### src/rtl/game_status_ctrl_if.sv
// Game-flow signal bundle between the snake play logic / start button and the status controller.
// slave = the controller, master = whoever drives the button and hit flags.
`timescale 1ns/1ps
interface game_status_ctrl_if;
    logic       key_start_n;
    logic       hit_wall;
    logic       hit_self;
    logic [2:0] Game_status;
    logic       game_reset_pulse;

    modport slave (
        input  key_start_n,
        input  hit_wall,
        input  hit_self,
        output Game_status,
        output game_reset_pulse
    );

    modport master (
        output key_start_n,
        output hit_wall,
        output hit_self,
        input  Game_status,
        input  game_reset_pulse
    );
endinterface

### src/rtl/game_status_ctrl.sv
// One-hot START/PLAY/END sequencer with debounced start key, END dwell/timeout and restart pulse.
// Press-to-status latency DEBOUNCE_CYCLES+3 edges; no backpressure, inputs are sampled every cycle.
`timescale 1ns/1ps
module game_status_ctrl #(
    parameter int DEBOUNCE_CYCLES    = 800000,
    parameter int END_HOLD_CYCLES    = 40000000,
    parameter int END_TIMEOUT_CYCLES = 400000000,
    parameter int CNT_W              = 29
) (
    input logic              CLK_40M,
    input logic              RSTn,
    game_status_ctrl_if.slave gs
);

    typedef enum logic [2:0] {
        ST_START = 3'b001,
        ST_PLAY  = 3'b010,
        ST_END   = 3'b100
    } state_t;

    localparam logic [CNT_W-1:0] DEB_LAST = CNT_W'(DEBOUNCE_CYCLES - 1);
    localparam logic [CNT_W-1:0] END_HOLD = CNT_W'(END_HOLD_CYCLES);
    localparam logic [CNT_W-1:0] END_LAST = CNT_W'(END_TIMEOUT_CYCLES - 1);

    logic             sync_ff1;
    logic             sync_key;
    logic             stable_key;
    logic             stable_key_d;
    logic [CNT_W-1:0] deb_cnt;
    logic [CNT_W-1:0] end_cnt;
    state_t           state;
    logic             reset_pulse_q;
    logic             press_evt;
    logic             hit;

    // Idle level of the button is high, so the chain resets to "released".
    always_ff @(posedge CLK_40M or negedge RSTn) begin
        if (!RSTn) begin
            sync_ff1     <= 1'b1;
            sync_key     <= 1'b1;
            stable_key   <= 1'b1;
            stable_key_d <= 1'b1;
            deb_cnt      <= '0;
        end else begin
            sync_ff1     <= gs.key_start_n;
            sync_key     <= sync_ff1;
            stable_key_d <= stable_key;
            if (sync_key == stable_key) begin
                deb_cnt <= '0;
            end else if (deb_cnt == DEB_LAST) begin
                stable_key <= sync_key;
                deb_cnt    <= '0;
            end else begin
                deb_cnt <= deb_cnt + 1'b1;
            end
        end
    end

    assign press_evt = stable_key_d & ~stable_key;
    assign hit       = gs.hit_wall | gs.hit_self;

    // end_cnt defaults to 0 so it is already cleared on every END entry.
    always_ff @(posedge CLK_40M or negedge RSTn) begin
        if (!RSTn) begin
            state         <= ST_START;
            end_cnt       <= '0;
            reset_pulse_q <= 1'b0;
        end else begin
            reset_pulse_q <= 1'b0;
            end_cnt       <= '0;
            case (state)
                ST_START: begin
                    if (press_evt) begin
                        state         <= ST_PLAY;
                        reset_pulse_q <= 1'b1;
                    end
                end
                ST_PLAY: begin
                    if (hit) begin
                        state <= ST_END;
                    end
                end
                ST_END: begin
                    if ((press_evt && (end_cnt >= END_HOLD)) || (end_cnt == END_LAST)) begin
                        state <= ST_START;
                    end else begin
                        end_cnt <= end_cnt + 1'b1;
                    end
                end
                default: begin
                    state <= ST_START;
                end
            endcase
        end
    end

    assign gs.Game_status      = state;
    assign gs.game_reset_pulse = reset_pulse_q;

endmodule
### src/flat_wrapper.sv
// flat-port wrapper written by rule: the top's interface ports become plain ports
module game_status_ctrl_flat 
#(
    parameter int DEBOUNCE_CYCLES    = 800000,
    parameter int END_HOLD_CYCLES    = 40000000,
    parameter int END_TIMEOUT_CYCLES = 400000000,
    parameter int CNT_W              = 29
)
  (CLK_40M, RSTn, gs_key_start_n, gs_hit_wall, gs_hit_self, gs_Game_status, gs_game_reset_pulse);
  game_status_ctrl_if gs_i ();
  input logic CLK_40M;
  input logic RSTn;
  input wire logic [$bits(gs_i.key_start_n)-1:0] gs_key_start_n;
  input wire logic [$bits(gs_i.hit_wall)-1:0] gs_hit_wall;
  input wire logic [$bits(gs_i.hit_self)-1:0] gs_hit_self;
  output wire logic [$bits(gs_i.Game_status)-1:0] gs_Game_status;
  output wire logic [$bits(gs_i.game_reset_pulse)-1:0] gs_game_reset_pulse;
  assign gs_i.key_start_n = gs_key_start_n;
  assign gs_i.hit_wall = gs_hit_wall;
  assign gs_i.hit_self = gs_hit_self;
  assign gs_Game_status = gs_i.Game_status;
  assign gs_game_reset_pulse = gs_i.game_reset_pulse;
  game_status_ctrl #(.DEBOUNCE_CYCLES(DEBOUNCE_CYCLES), .END_HOLD_CYCLES(END_HOLD_CYCLES), .END_TIMEOUT_CYCLES(END_TIMEOUT_CYCLES), .CNT_W(CNT_W)) u_core (.CLK_40M(CLK_40M), .RSTn(RSTn), .gs(gs_i));
endmodule
### config.mk
export PLATFORM = sky130hd
export DESIGN_NAME = game_status_ctrl_flat
export DESIGN_NICKNAME = d
export VERILOG_FILES = /design/src/rtl/game_status_ctrl_if.sv /design/src/rtl/game_status_ctrl.sv /design/src/flat_wrapper.sv
export SDC_FILE = /design/constraint.sdc
export NUM_CORES = 1
export LEC_CHECK = 0
export CAP_MARGIN = 0
export CORE_MARGIN = 1
export CORE_UTILIZATION = 60
export DETAILED_ROUTE_END_ITERATION = 10
export GPL_ROUTABILITY_DRIVEN = 1
export GPL_TIMING_DRIVEN = 0
export PLACE_DENSITY_LB_ADDON = 0.12
export SYNTH_ARGS = -nofsm -noshare
export SYNTH_HDL_FRONTEND = slang
export SYNTH_SLANG_ARGS = --single-unit
### constraint.sdc
create_clock -name CLK_40M -period 4.6 [get_ports CLK_40M]
set_clock_uncertainty 0.2 [all_clocks]
set_input_delay 1.38 -clock CLK_40M [delete_from_list [all_inputs] [get_ports CLK_40M]]
set_output_delay 1.38 -clock CLK_40M [all_outputs]
set_load 0.02 [all_outputs]
# Word level (Yosys, flattened, before mapping)
# Cells that the tools add are included.
[totals] word_cells=38 reg_bits=66 input_bits=5
[classes] muxes=10 n_addsub=2 n_lt_le_gt_ge=1 reduce_logical=4 n_bitwise=4 eq_ne=9
[ops] operator="2-to-1 mux 29 bit" n=4
[ops] operator="adder 29 x 1 -> 29 bit, second input constant" n=2
[ops] operator="equality test 29 x 20 -> 1 bit, second input constant" n=1
[ops] operator="equality test 29 bit, second input constant" n=1
[ops] operator=">= comparator 29 x 26 -> 1 bit, second input constant" n=1
[ops] operator="2-to-1 mux 3 bit" n=3
[ops] operator="case mux 3 bit (3 select lines)" n=1
[ops] operator="inequality test 2 x 1 -> 1 bit, second input constant" n=3
[ops] operator="equality test 3 x 1 -> 1 bit, second input constant" n=1
[ops] operator="equality test 3 x 2 -> 1 bit, second input constant" n=1
[ops] operator="equality test 3 bit, second input constant" n=1
[ops] operator="AND reduction 3 bit" n=1
[ops] operator="2-to-1 mux 1 bit" n=2
[ops] operator="NOT 1 bit" n=2
[ops] operator="AND reduction 2 bit" n=1
[ops] operator="AND 1 bit" n=1
[ops] operator="equality test 1 bit" n=1
[ops] operator="logical AND 1 bit" n=1
[ops] operator="logical OR 1 bit" n=1
[ops] operator="bitwise OR 1 bit" n=1

# Logic depth before layout (Yosys ltp)
# Gate-level depths: netlist (run 1).
[depth] depth_word=6 ltp_mapped=8 mapped_depth_nobuf=6

# Worst setup path before layout (run 1)
# No wires, ideal clock.
[synth_timing] path_type="reg2out" startpoint="reg u_core.state[0] (netlist: u_core.gs.Game_status[0])" endpoint="out gs_Game_status[0]" t_arrival_ns=0.573 slack_ns=2.447 path_stages_with_launch=1 n_path_buf=0 cell_sequence="dfstp_2"
[synth_rtl] item="start: declaration" line="game_status_ctrl.sv:31" source="state_t state;"
[synth_rtl] item="start signal: assignment" line="game_status_ctrl.sv:65" source="state <= ST_START;"
[synth_rtl] item="start signal: assignment" line="game_status_ctrl.sv:74" source="state <= ST_PLAY;"
[synth_rtl] item="start signal: assignment" line="game_status_ctrl.sv:80" source="state <= ST_END;"
[synth_rtl] item="end: declaration" line="flat_wrapper.sv:16" source="output wire logic [$bits(gs_i.Game_status)-1:0] gs_Game_status;"
# No word-level cell between the ends.

# Worst setup path after layout (run 1)
[layout_timing] startpoint="reg u_core.state[0] (netlist: u_core.gs.Game_status[0])" endpoint="out gs_Game_status[0]"
# No word-level cell between the ends.

==> results of run 1 <==
## cells in the mapped netlist (all sizes together) (2+ instances only)
library cell / count
o31ai: 2
xor2: 36
or3: 2
and4: 7
ha: 3
and3: 9
dfstp: 5
nand2b: 2
nor4: 7
a21oi: 4
clkbuf: 2
nand4: 14
inv: 9
nand2: 14
buf: 7
nor3: 8
nand3: 30
nor4b: 3
dfrtp: 61
xnor2: 19
nor2: 71
## layout by cell type, fill, tap and decap left out, types with 2 or more instances in the layout
| cell | instances |
|---|---|
| sky130_fd_sc_hd__and4_1 | 7 |
| sky130_fd_sc_hd__o31ai_1 | 2 |
| sky130_fd_sc_hd__ha_1 | 3 |
| sky130_fd_sc_hd__clkbuf_8 | 10 |
| sky130_fd_sc_hd__xnor2_1 | 19 |
| sky130_fd_sc_hd__a21oi_1 | 4 |
| sky130_fd_sc_hd__nand3_1 | 29 |
| sky130_fd_sc_hd__dfrtp_1 | 61 |
| sky130_fd_sc_hd__nand4_1 | 13 |
| sky130_fd_sc_hd__clkbuf_1 | 4 |
| sky130_fd_sc_hd__inv_1 | 9 |
| sky130_fd_sc_hd__nor4b_1 | 3 |
| sky130_fd_sc_hd__nor2_1 | 71 |
| sky130_fd_sc_hd__buf_2 | 5 |
| sky130_fd_sc_hd__nor3_1 | 8 |
| sky130_fd_sc_hd__dfstp_2 | 5 |
| sky130_fd_sc_hd__nor4_1 | 3 |
| sky130_fd_sc_hd__xor2_1 | 36 |
| sky130_fd_sc_hd__nand2_1 | 14 |
| sky130_fd_sc_hd__nand2b_1 | 2 |
| sky130_fd_sc_hd__clkinv_2 | 3 |
| sky130_fd_sc_hd__nor4_4 | 4 |
| sky130_fd_sc_hd__and3_1 | 9 |
| sky130_fd_sc_hd__clkdlybuf4s50_1 | 7 |
## layout make-up
type,count,area share [%]
sequential,66,45.6
multi-input combinational,243,42.7
clock buffer,13,4.10
tap,70,2.41
timing repair buffer,8,2.14
buffer,9,1.65
inverter,9,0.930
clock inverter,3,0.413
## per-stage QoR
step	cell area, um2	setup TNS (ps)	total power, W
after floorplan	3300	0	0.000607
after global placement	3470	-10350	0.000624
after detailed placement	3470	0	0.000624
after CTS	3630	0	0.00104
after global routing	3630	0	0.00107
final	3630	0	0.00103
## metal layers
layer / up-vias / part of all wire (%) / track usage, %
li1: 1150 / - / -
met1: 1120 / 44 / 26.3
met2: 38 / 50 / 38.9
met3: 9 / 3.2 / 6.71
met4: 0 / 1.9 / 11.2
met5: - / 0 / 0
## state kept, by name, summed over array words and instances, names as in the netlist
register / count
u_core.sync_key: 1
u_core.gs.Game_status: 3
u_core.sync_ff1: 1
u_core.stable_key: 1
u_core.deb_cnt: 29
u_core.gs.game_reset_pulse: 1
u_core.end_cnt: 29
u_core.stable_key_d: 1
## worst max path at each step
stage | startpoint | slack, ps | to
after floorplan | u_core.gs.Game_status[0] | 2450 | gs_Game_status[0]
after global placement | RSTn | -170 | u_core.deb_cnt[2]
after detailed placement | u_core.gs.Game_status[0] | 1900 | gs_Game_status[0]
after CTS | u_core.gs.Game_status[0] | 1510 | gs_Game_status[0]
after global routing | u_core.gs.Game_status[0] | 1480 | gs_Game_status[0]
final | u_core.gs.Game_status[0] | 1530 | gs_Game_status[0]
## power groups by stage
stage / clock [W] / combinational [W] / sequential [W]
floorplan: 0 / 0.00000991 / 0.000597
global route: 0.000452 / 0.0000298 / 0.000587
finish: 0.000418 / 0.0000255 / 0.000587
global placement: 0 / 0.0000267 / 0.000597
detailed placement: 0 / 0.0000266 / 0.000598
CTS: 0.000430 / 0.0000268 / 0.000587
## cells by family after synthesis
| kind of cell | after synthesis |
|---|---|
| adder cells (fa/ha/maj) | 3 |
| AND/OR/NAND/NOR | 174 |
| XOR/XNOR | 55 |
| buffers and inverters | 18 |
| multiplexers | 1 |
| AO/OA/AOI/OAI | 10 |
| flip-flops | 66 |
==> out/results.md, run 1 <==
| Item | Reported |
|:---|:---|
| GRT Util Overall | 22.8% |
| Sequential element share of the synthesized area | 50.2% |
| Number of buffers and inverters on the critical path | 1 |
| Drt drc | 0 |
| Starting Density | 63.5% |
| Syn_nets | 335 |
| R2r startpoint | u_core.deb_cnt[0] |
| Unrepaired setup endpoints after global routing | false |
| Slowest library cell on the worst path | sky130_fd_sc_hd__clkdlybuf4s50_1 |
| Number of pins with negative max-slew slack in the final report | 0 |
| Path type of the worst min-delay path | register to register |
| Worst Path Required | 3020 ps |
| Depth of the worst register-to-register path | 8 |
| Clock tree from TritonCTS | built |
| Min setup slack post-route | 1530 ps |
| Worst setup slack after placement | 1900 ps |
| Share of synthesized flip-flops with an asynchronous set or reset | 100% |
| Library cell occupying the most area in the post-synthesis netlist | sky130_fd_sc_hd__dfrtp_1 |
| Fill count | 418 |
| Simple-gate portion of the synthesized area | 28.8% |
| Count of hold-fix buffers inserted at cts | 0 |
| Area of the core region | 0.00520 mm2 |
| Per-instance average area after synthesis | 10.1 um2 |
| Detailed-route wire length per cell | 13.7 um |
| Share of the synthesized area in compound gates (AO/OA/AOI/OAI) | 2.12% |
| Max-cap viol count | 0 |
| Vias in the first global route | 2334 |
| Min Clock Period, post-route | 3070 ps |
| HPWL reported at the end of detailed placement | 3980 um |
| Number of gates on the worst path with buffers counted | 1 |
| Maximum root-to-sink buffer count | 2 |
| Total number of vias | 2317 |
| Fraction of final layout cells sized beyond drive strength 1 | 10.8% |
| Multi-input gate area in the final layout | 0.00155 mm2 |
| Most area-consuming cells after synthesis | sky130_fd_sc_hd__dfrtp_1 (46%), sky130_fd_sc_hd__xor2_1 (9.5%), sky130_fd_sc_hd__nor2_1 (8.1%), sky130_fd_sc_hd__xnor2_1 (5.0%), sky130_fd_sc_hd__nand3_1 (4.4%) |
| Largest net degree at the start of global routing | 67 |
| Post-CTS Resized | 0 |
| H-tree level count | 3 |
| Setup-failing EPs final | 0 |
| Worst-case headroom to the max-slew limit | 47.1% |
| Cell type group with the largest total delay on the critical path | buffers and inverters |
| Area share of fa/ha/maj cells after synthesis | 1.14% |
| Delay of the slowest cell on the worst path | 600 ps |
| Worst-Margin Slew | 793 ps |
| Post-synth top flop | sky130_fd_sc_hd__dfrtp_1 |
| P per Cell Area | 284 mW/mm2 |
| Net Sw Power | 0.000230 W |
| Ratio of routed vias to standard cells | 5.50 |
| Peak clock frequency supported by timing | 326 MHz |
| Warning count from the yosys run | 0 |
| Worst hold-check slack | 159 ps |
| Initial antenna violation count | 0 |
| Global route overflow | 0 |
| Kind of critical path | register to primary output |
| Status | finished, final reports clean |
| Sequential cell area in the final layout | 0.00166 mm2 |
| Register-to-register path setup slack | 2420 ps |
| Synth-to-layout area growth | 9.96% |
| Total Wirelength | 5750 um |
| Min-Delay Endpoint | u_core.sync_key |
| Clock Power Share | 40.5% |
| Clock root buffer | sky130_fd_sc_hd__clkbuf_8 |
| Number of cells in the finished layout apart from fillers | 421 |
| Final weighted congestion of routability-driven global placement | 0.758 |
| Wire length of the first global-routing pass | 10200 um |
| Clock slew at the register clock pins of the worst setup and hold paths | 70 ps |
| Setup Buffers After CTS | 0 |
| TritonCTS sink count | 66 |
| Number of enable flip-flop cells after synthesis | 0 |
| Vertical die dimension | 76.2 um |
| Cells after synthesis | 327 |
| Number of nets in the layout | 354 |
| Largest voltage drop on the vdd net | 0.202 mV |
| Post-synth top area share | 46.2% |
| Ports placed on the boundary | 9 |
| P_int | 0.000800 W |
| Synthesized-area fraction occupied by xor and xnor cells | 14.6% |
| Multiplexer fraction of the synthesized cell area | 0.341% |
| Initial drt markers | 149 |
| Cell total after placement | 405 |
| Critical path capture point type | primary output |
| Signal arrival time at the worst endpoint | 1490 ps |
| Count of TritonRoute iterations in the first routing pass | 4 |
| Flop pwr share | 57.0% |
| Maximum fanout along the worst path | 4 |
| Logic pwr share | 2.5% |
| Diode count | 0 |
| Number of different library cells in the post-synthesis netlist | 40 |
| Switching share of total power | 22.3% |
| Leakage power | 1.55 nW |
| Cell-by-cell listing of the critical path | clkdlybuf4s50_1 |
| Hold violation total from the final report | 0 |
| Count of cells along the worst hold path | 0 |
| Count of state elements after synthesis | 66 |
| Antenna viol nets, final | 0 |
| DIE WIDTH | 76.2 um |
| CTS buffer count | 9 |
| Reg-to-reg critical path endpoint | u_core.deb_cnt[0] |
| Mapped Area | 0.00330 mm2 |
| Number of rows created at floorplan | 26 |
| Critical path startpoint category | register |
| Hold path startpoint | u_core.sync_ff1 |
| Port buffer count | 8 |
| Die footprint | 0.00581 mm2 |
| Dominant combinational cell family by area after synthesis | simple AND/OR/NAND/NOR gates |
| Final critical-path share of the clock period | 66.7% |
| Final cell utilization of the core | 69.8% |
| Latest clock arrival within the worst-skew pair | 340 ps |
(Power assumes the default switching activity.)
==> run 2, diff against run 1 <==
- CORE_UTILIZATION: 60 -> 55
- clock period: 4.6 -> 2.45 ns (I/O delays scaled with it)
==> run 2 against run 1 <==
Against the previous run: hold slack is essentially flat; clock power grew 150%; via count down 1.2%; routed wire length is 0.38% lower; critical endpoint is now gs_Game_status[2]; cell area grew 1.9%; sequential share of layout area fell by 0.85 points; sequential power rose by 87%; core utilization is 4.2 points lower; cell count rose by 0.48%; total power grew 110%.
==> out/results.md, run 2 (same netlist as run 1, synthesis figures left out) <==
| Item | Reported |
|:---|:---|
| Slowest library cell on the worst path | sky130_fd_sc_hd__clkdlybuf4s50_1 |
| Synth-to-layout area growth | 12.0% |
| Delay of the slowest cell on the worst path | 640 ps |
| GRT Util Overall | 20.8% |
| DIE WIDTH | 79.5 um |
| CTS buffer count | 9 |
| Cell total after placement | 407 |
| Largest net degree at the start of global routing | 67 |
| H-tree level count | 3 |
| Total number of vias | 2289 |
| Path type of the worst min-delay path | register to register |
| Worst Path Required | 1510 ps |
| Latest clock arrival within the worst-skew pair | 340 ps |
| HPWL reported at the end of detailed placement | 3740 um |
| Most common cell after layout, fill and taps aside | sky130_fd_sc_hd__nor2_1 |
| Top layer in use | met4 |
| Vias in the first global route | 2233 |
| Worst-case headroom to the max-slew limit | 46.0% |
| Number of cells in the finished layout apart from fillers | 423 |
| Global route overflow | 0 |
| Initial antenna violation count | 0 |
| Max-cap viol count | 0 |
| Area of the core region | 0.00564 mm2 |
| Sum of routed wire segments on met1 | 2770 um |
| Setup-failing EPs final | 0 |
| Die footprint | 0.00632 mm2 |
| TritonCTS sink count | 66 |
| Number of pins with negative max-slew slack in the final report | 0 |
| Min setup slack post-route | 98.6 ps |
| Wire length of the first global-routing pass | 10000 um |
| Largest voltage drop on the vdd net | 0.416 mV |
| Unrepaired setup endpoints after global routing | false |
| Initial drt markers | 118 |
| Setup Buffers After CTS | 0 |
| Peak clock frequency supported by timing | 425 MHz |
| Clock root buffer | sky130_fd_sc_hd__clkbuf_8 |
| Antenna viol nets, final | 0 |
| P per Cell Area | 592 mW/mm2 |
| Detailed-route wire length per cell | 13.5 um |
| Critical path startpoint category | register |
| Number of rows created at floorplan | 27 |
| Worst-Margin Slew | 811 ps |
| Number of buffers and inverters on the critical path | 1 |
| Clock slew at the register clock pins of the worst setup and hold paths | 70 ps |
| Hold violation total from the final report | 0 |
| Min Clock Period, post-route | 2350 ps |
| Vertical die dimension | 79.5 um |
| Maximum fanout along the worst path | 6 |
| Ratio of routed vias to standard cells | 5.41 |
| Met2 wire length | 2730 um |
| Ports placed on the boundary | 9 |
| Starting Density | 58.5% |
| Final cell utilization of the core | 65.6% |
| Number of nets in the layout | 354 |
| Kind of critical path | register to primary output |
| Drt drc | 0 |
| Met3 layer wire length in the routed design | 131 um |
| Worst hold-check slack | 159 ps |
| Critical path capture point type | primary output |
| Fraction of final layout cells sized beyond drive strength 1 | 11.7% |
| Total Wirelength | 5730 um |
| Status | finished, final reports clean |
| Final weighted congestion of routability-driven global placement | 0.779 |
| Most used cells in the layout excluding fill and tap cells | sky130_fd_sc_hd__nor2_1 (71), sky130_fd_sc_hd__dfrtp_1 (61), sky130_fd_sc_hd__xor2_1 (36), sky130_fd_sc_hd__nand3_1 (29), sky130_fd_sc_hd__xnor2_1 (19) |
| Cell-by-cell listing of the critical path | clkdlybuf4s50_1 |
| Port buffer count | 8 |
| Count of hold-fix buffers inserted at cts | 0 |
| Final critical-path share of the clock period | 96.0% |
| Maximum root-to-sink buffer count | 2 |
| Signal arrival time at the worst endpoint | 1420 ps |
| Diode count | 0 |
| Power consumption | 0.00219 W |
| Clock tree from TritonCTS | built |
| Cell type group with the largest total delay on the critical path | buffers and inverters |
| Count of TritonRoute iterations in the first routing pass | 4 |
| Worst setup slack after placement | 256 ps |
| Leakage power | 1.58 nW |
[run 2: cell count changes in the layout (fill, tap and decap cells not counted), sizes merged]
cell / before / now
clkdlybuf4s50: 7 / 6
bufinv: 0 / 2
clkinvlp: 0 / 1
clkbuf: 15 / 12
dlymetal6s2s: 0 / 1
[run 2: layout make-up]
| class | count | area, um2 |
|---|---|---|
| repair buffers | 8 | 80.1 |
| inverters | 9 | 33.8 |
| multi-input cells | 243 | 1550 |
| flip-flops and latches | 66 | 1660 |
| clock buffers | 10 | 138 |
| plain buffers | 9 | 60.1 |
| well taps | 72 | 90.1 |
| fillers | 406 | 1940 |
| clock inverters | 6 | 90.1 |
[run 2: metrics by stage]
| stage | setup TNS [ps] | area, um2 |
|---|---|---|
| detailed placement | 0 | 3470 |
| global placement | -107270 | 3470 |
| floorplan | 0 | 3300 |
| finish | 0 | 3700 |
| CTS | 0 | 3700 |
| global route | 0 | 3700 |
[run 2: power breakdown]
group	total [W]	switching [W]	internal, W
clock	0.00104	0.000439	0.000602
sequential	0.00110	0.00000513	0.00110
combinational	0.0000482	0.0000331	0.0000152
total	0.00219	0.000477	0.00171
[run 2: metal layers]
metal / track usage (%) / vias to the layer above
met5: 0 / -
met4: 10.4 / 0
met3: 3.77 / 9
met2: 34.1 / 24
met1: 26.3 / 1105
li1: - / 1151
[run 2: path summary, 6_finish.rpt]
path | slack, ps | depth (start not counted) | from | to
setup / recovery | 100 | 1 | u_core.gs.Game_status[2] | gs_Game_status[2]
max in group asynchronous | 1240 | 1 | RSTn | u_core.deb_cnt[24]
setup reg to reg | 270 | 8 | u_core.deb_cnt[0] | u_core.deb_cnt[27]
hold reg to reg | 160 | 0 | u_core.sync_ff1 | u_core.sync_key
min in group asynchronous | 290 | 1 | RSTn | u_core.end_cnt[14]
hold / removal | 160 | 0 | u_core.sync_ff1 | u_core.sync_key
[run 2: repair_timing]
| item | in CTS | in global routing |
|---|---|---|
| setup endpoints to repair | 0 | 1 |
| hold endpoints to repair | 0 | 0 |
| resized for setup | 0 | 1 |
==> run 3, diff against run 2 <==
- CORE_MARGIN: 1 -> unset
- CTS_CLUSTER_DIAMETER: unset -> 100
- PLACE_DENSITY_LB_ADDON: 0.12 -> 0.3
==> run 3 against run 2 <==
Against the previous run: first-iteration DRC count decreased by 45%; worst setup slack got worse by 14 ps; routed wire length grew 2.2%; critical path depth unchanged; die area unchanged; sequential power about the same; critical endpoint unchanged; largest cell class unchanged.
==> out/results.md, run 3 (same netlist as run 1, synthesis figures left out) <==
| Item | Reported |
|:---|:---|
| Clock slew at the register clock pins of the worst setup and hold paths | 80 ps |
| Ratio of routed vias to standard cells | 5.53 |
| Ports placed on the boundary | 9 |
| Setup-failing EPs final | 0 |
| Most common cell after layout, fill and taps aside | sky130_fd_sc_hd__nor2_1 |
| Critical path capture point type | primary output |
| Path type of the worst min-delay path | register to register |
| Worst hold-check slack | 159 ps |
| Clock root buffer | sky130_fd_sc_hd__clkbuf_8 |
| DIE WIDTH | 79.5 um |
| Multi-input gate area in the final layout | 0.00155 mm2 |
| Leakage power | 1.58 nW |
| HPWL reported at the end of detailed placement | 3840 um |
| Setup Buffers After CTS | 0 |
| Worst-Margin Slew | 815 ps |
| Worst-case headroom to the max-slew limit | 45.7% |
| Detailed-route wire length per cell | 13.8 um |
| Worst setup slack after placement | 248 ps |
| Cell-by-cell listing of the critical path | clkdlybuf4s50_1 |
| Starting Density | 58.5% |
| Final total negative setup slack | 0 ps |
| Cell type group with the largest total delay on the critical path | buffers and inverters |
| Die footprint | 0.00632 mm2 |
| Maximum root-to-sink buffer count | 2 |
| Largest net degree at the start of global routing | 67 |
| Hold violation total from the final report | 0 |
| TritonCTS sink count | 66 |
| Signal arrival time at the worst endpoint | 1430 ps |
| Largest voltage drop on the vdd net | 0.634 mV |
| Maximum fanout along the worst path | 6 |
| Initial drt markers | 65 |
| Cell total after placement | 407 |
| Kind of critical path | register to primary output |
| P per Cell Area | 589 mW/mm2 |
| Critical path startpoint category | register |
| Delay of the slowest cell on the worst path | 640 ps |
| Wire length of the first global-routing pass | 10200 um |
| Global route overflow | 0 |
| Number of buffers and inverters on the critical path | 1 |
| CTS buffer count | 9 |
| Total number of vias | 2340 |
| Final critical-path share of the clock period | 96.6% |
| Fill count | 458 |
| Antenna viol nets, final | 0 |
| Diode count | 0 |
| Area of the core region | 0.00564 mm2 |
| Sequential cell area in the final layout | 0.00166 mm2 |
| Slowest library cell on the worst path | sky130_fd_sc_hd__clkdlybuf4s50_1 |
| Max-cap viol count | 0 |
| Vertical die dimension | 79.5 um |
| Worst Path Required | 1510 ps |
| Fraction of final layout cells sized beyond drive strength 1 | 11.7% |
| Count of hold-fix buffers inserted at cts | 0 |
| Number of cells in the finished layout apart from fillers | 423 |
| Initial antenna violation count | 0 |
| Clock tree from TritonCTS | built |
| Number of nets in the layout | 354 |
| Status | finished, final reports clean |
| Unrepaired setup endpoints after global routing | false |
| Number of rows created at floorplan | 27 |
| Final weighted congestion of routability-driven global placement | 0.770 |
| Register-to-register path setup slack | 240 ps |
| Total Wirelength | 5860 um |
| Port buffer count | 8 |
| Most used cells in the layout excluding fill and tap cells | sky130_fd_sc_hd__nor2_1 (71), sky130_fd_sc_hd__dfrtp_1 (61), sky130_fd_sc_hd__xor2_1 (36), sky130_fd_sc_hd__nand3_1 (29), sky130_fd_sc_hd__xnor2_1 (19) |
| H-tree level count | 3 |
| Number of pins with negative max-slew slack in the final report | 0 |
| Count of TritonRoute iterations in the first routing pass | 4 |
| Min Clock Period, post-route | 2370 ps |
| Drt drc | 0 |
| Peak clock frequency supported by timing | 423 MHz |
| Vias in the first global route | 2278 |
| Synth-to-layout area growth | 11.8% |
| Min setup slack post-route | 84.4 ps |
| Latest clock arrival within the worst-skew pair | 350 ps |
| GRT Util Overall | 21.1% |
## run 3: through the flow
stage	utilization, %	power (W)	area [um2]
final	65.5	0.00218	3690
after global routing	65.5	0.00226	3690
after CTS	65.5	0.00220	3690
after detailed placement	61.5	0.00117	3470
after global placement	61.6	0.00117	3470
after floorplan	-	0.00114	3300
## run 3: final cells by class
type,instances,area share [%]
tap,72,2.44
inverter,9,0.915
sequential,66,44.9
clock buffer,9,3.35
clock inverter,7,2.71
multi-input combinational,243,42.0
timing repair buffer,8,2.07
buffer,9,1.63
## run 3: report_power, final
part | total [W] | internal, W | switching [W]
Combinational | 0.0000486 | 0.0000151 | 0.0000335
Sequential | 0.00110 | 0.00110 | 0.00000534
Clock | 0.00103 | 0.000581 | 0.000446
Total | 0.00218 | 0.00169 | 0.000485
## run 3: metal layers
metal / up-vias / part of all wire, % / GRT usage, %
met3: 7 / 3.0 / 7.20
met5: - / 0 / 0
met2: 30 / 50 / 35.9
met1: 1150 / 46 / 25.1
li1: 1153 / - / -
met4: 0 / 1.2 / 6.55
## run 3: path summary, 6_finish.rpt
path,from,endpoint,cells past startpoint
min in group asynchronous,RSTn,u_core.end_cnt[11],1
worst min-delay path,u_core.sync_ff1,u_core.sync_key,0
worst max register to register,u_core.deb_cnt[0],u_core.deb_cnt[24],8
worst min register to register,u_core.sync_ff1,u_core.sync_key,0
max in group asynchronous,RSTn,u_core.deb_cnt[21],1
worst max-delay path,u_core.gs.Game_status[2],gs_Game_status[2],1
## run 3: worst register-to-register path, stage by stage, from the launching register on
cell	delay [ps]
sky130_fd_sc_hd__dfrtp_1	400
sky130_fd_sc_hd__ha_1	230
sky130_fd_sc_hd__nand4_1	220
sky130_fd_sc_hd__nor2_1	300
sky130_fd_sc_hd__and4_1	280
sky130_fd_sc_hd__or2_4	140
sky130_fd_sc_hd__buf_6	130
sky130_fd_sc_hd__buf_8	140
sky130_fd_sc_hd__nor2_1	50
## run 3: timing repair
item	in CTS	in global routing
setup endpoints to repair	1	0
gates resized for setup	1	0
hold endpoints to repair	0	0
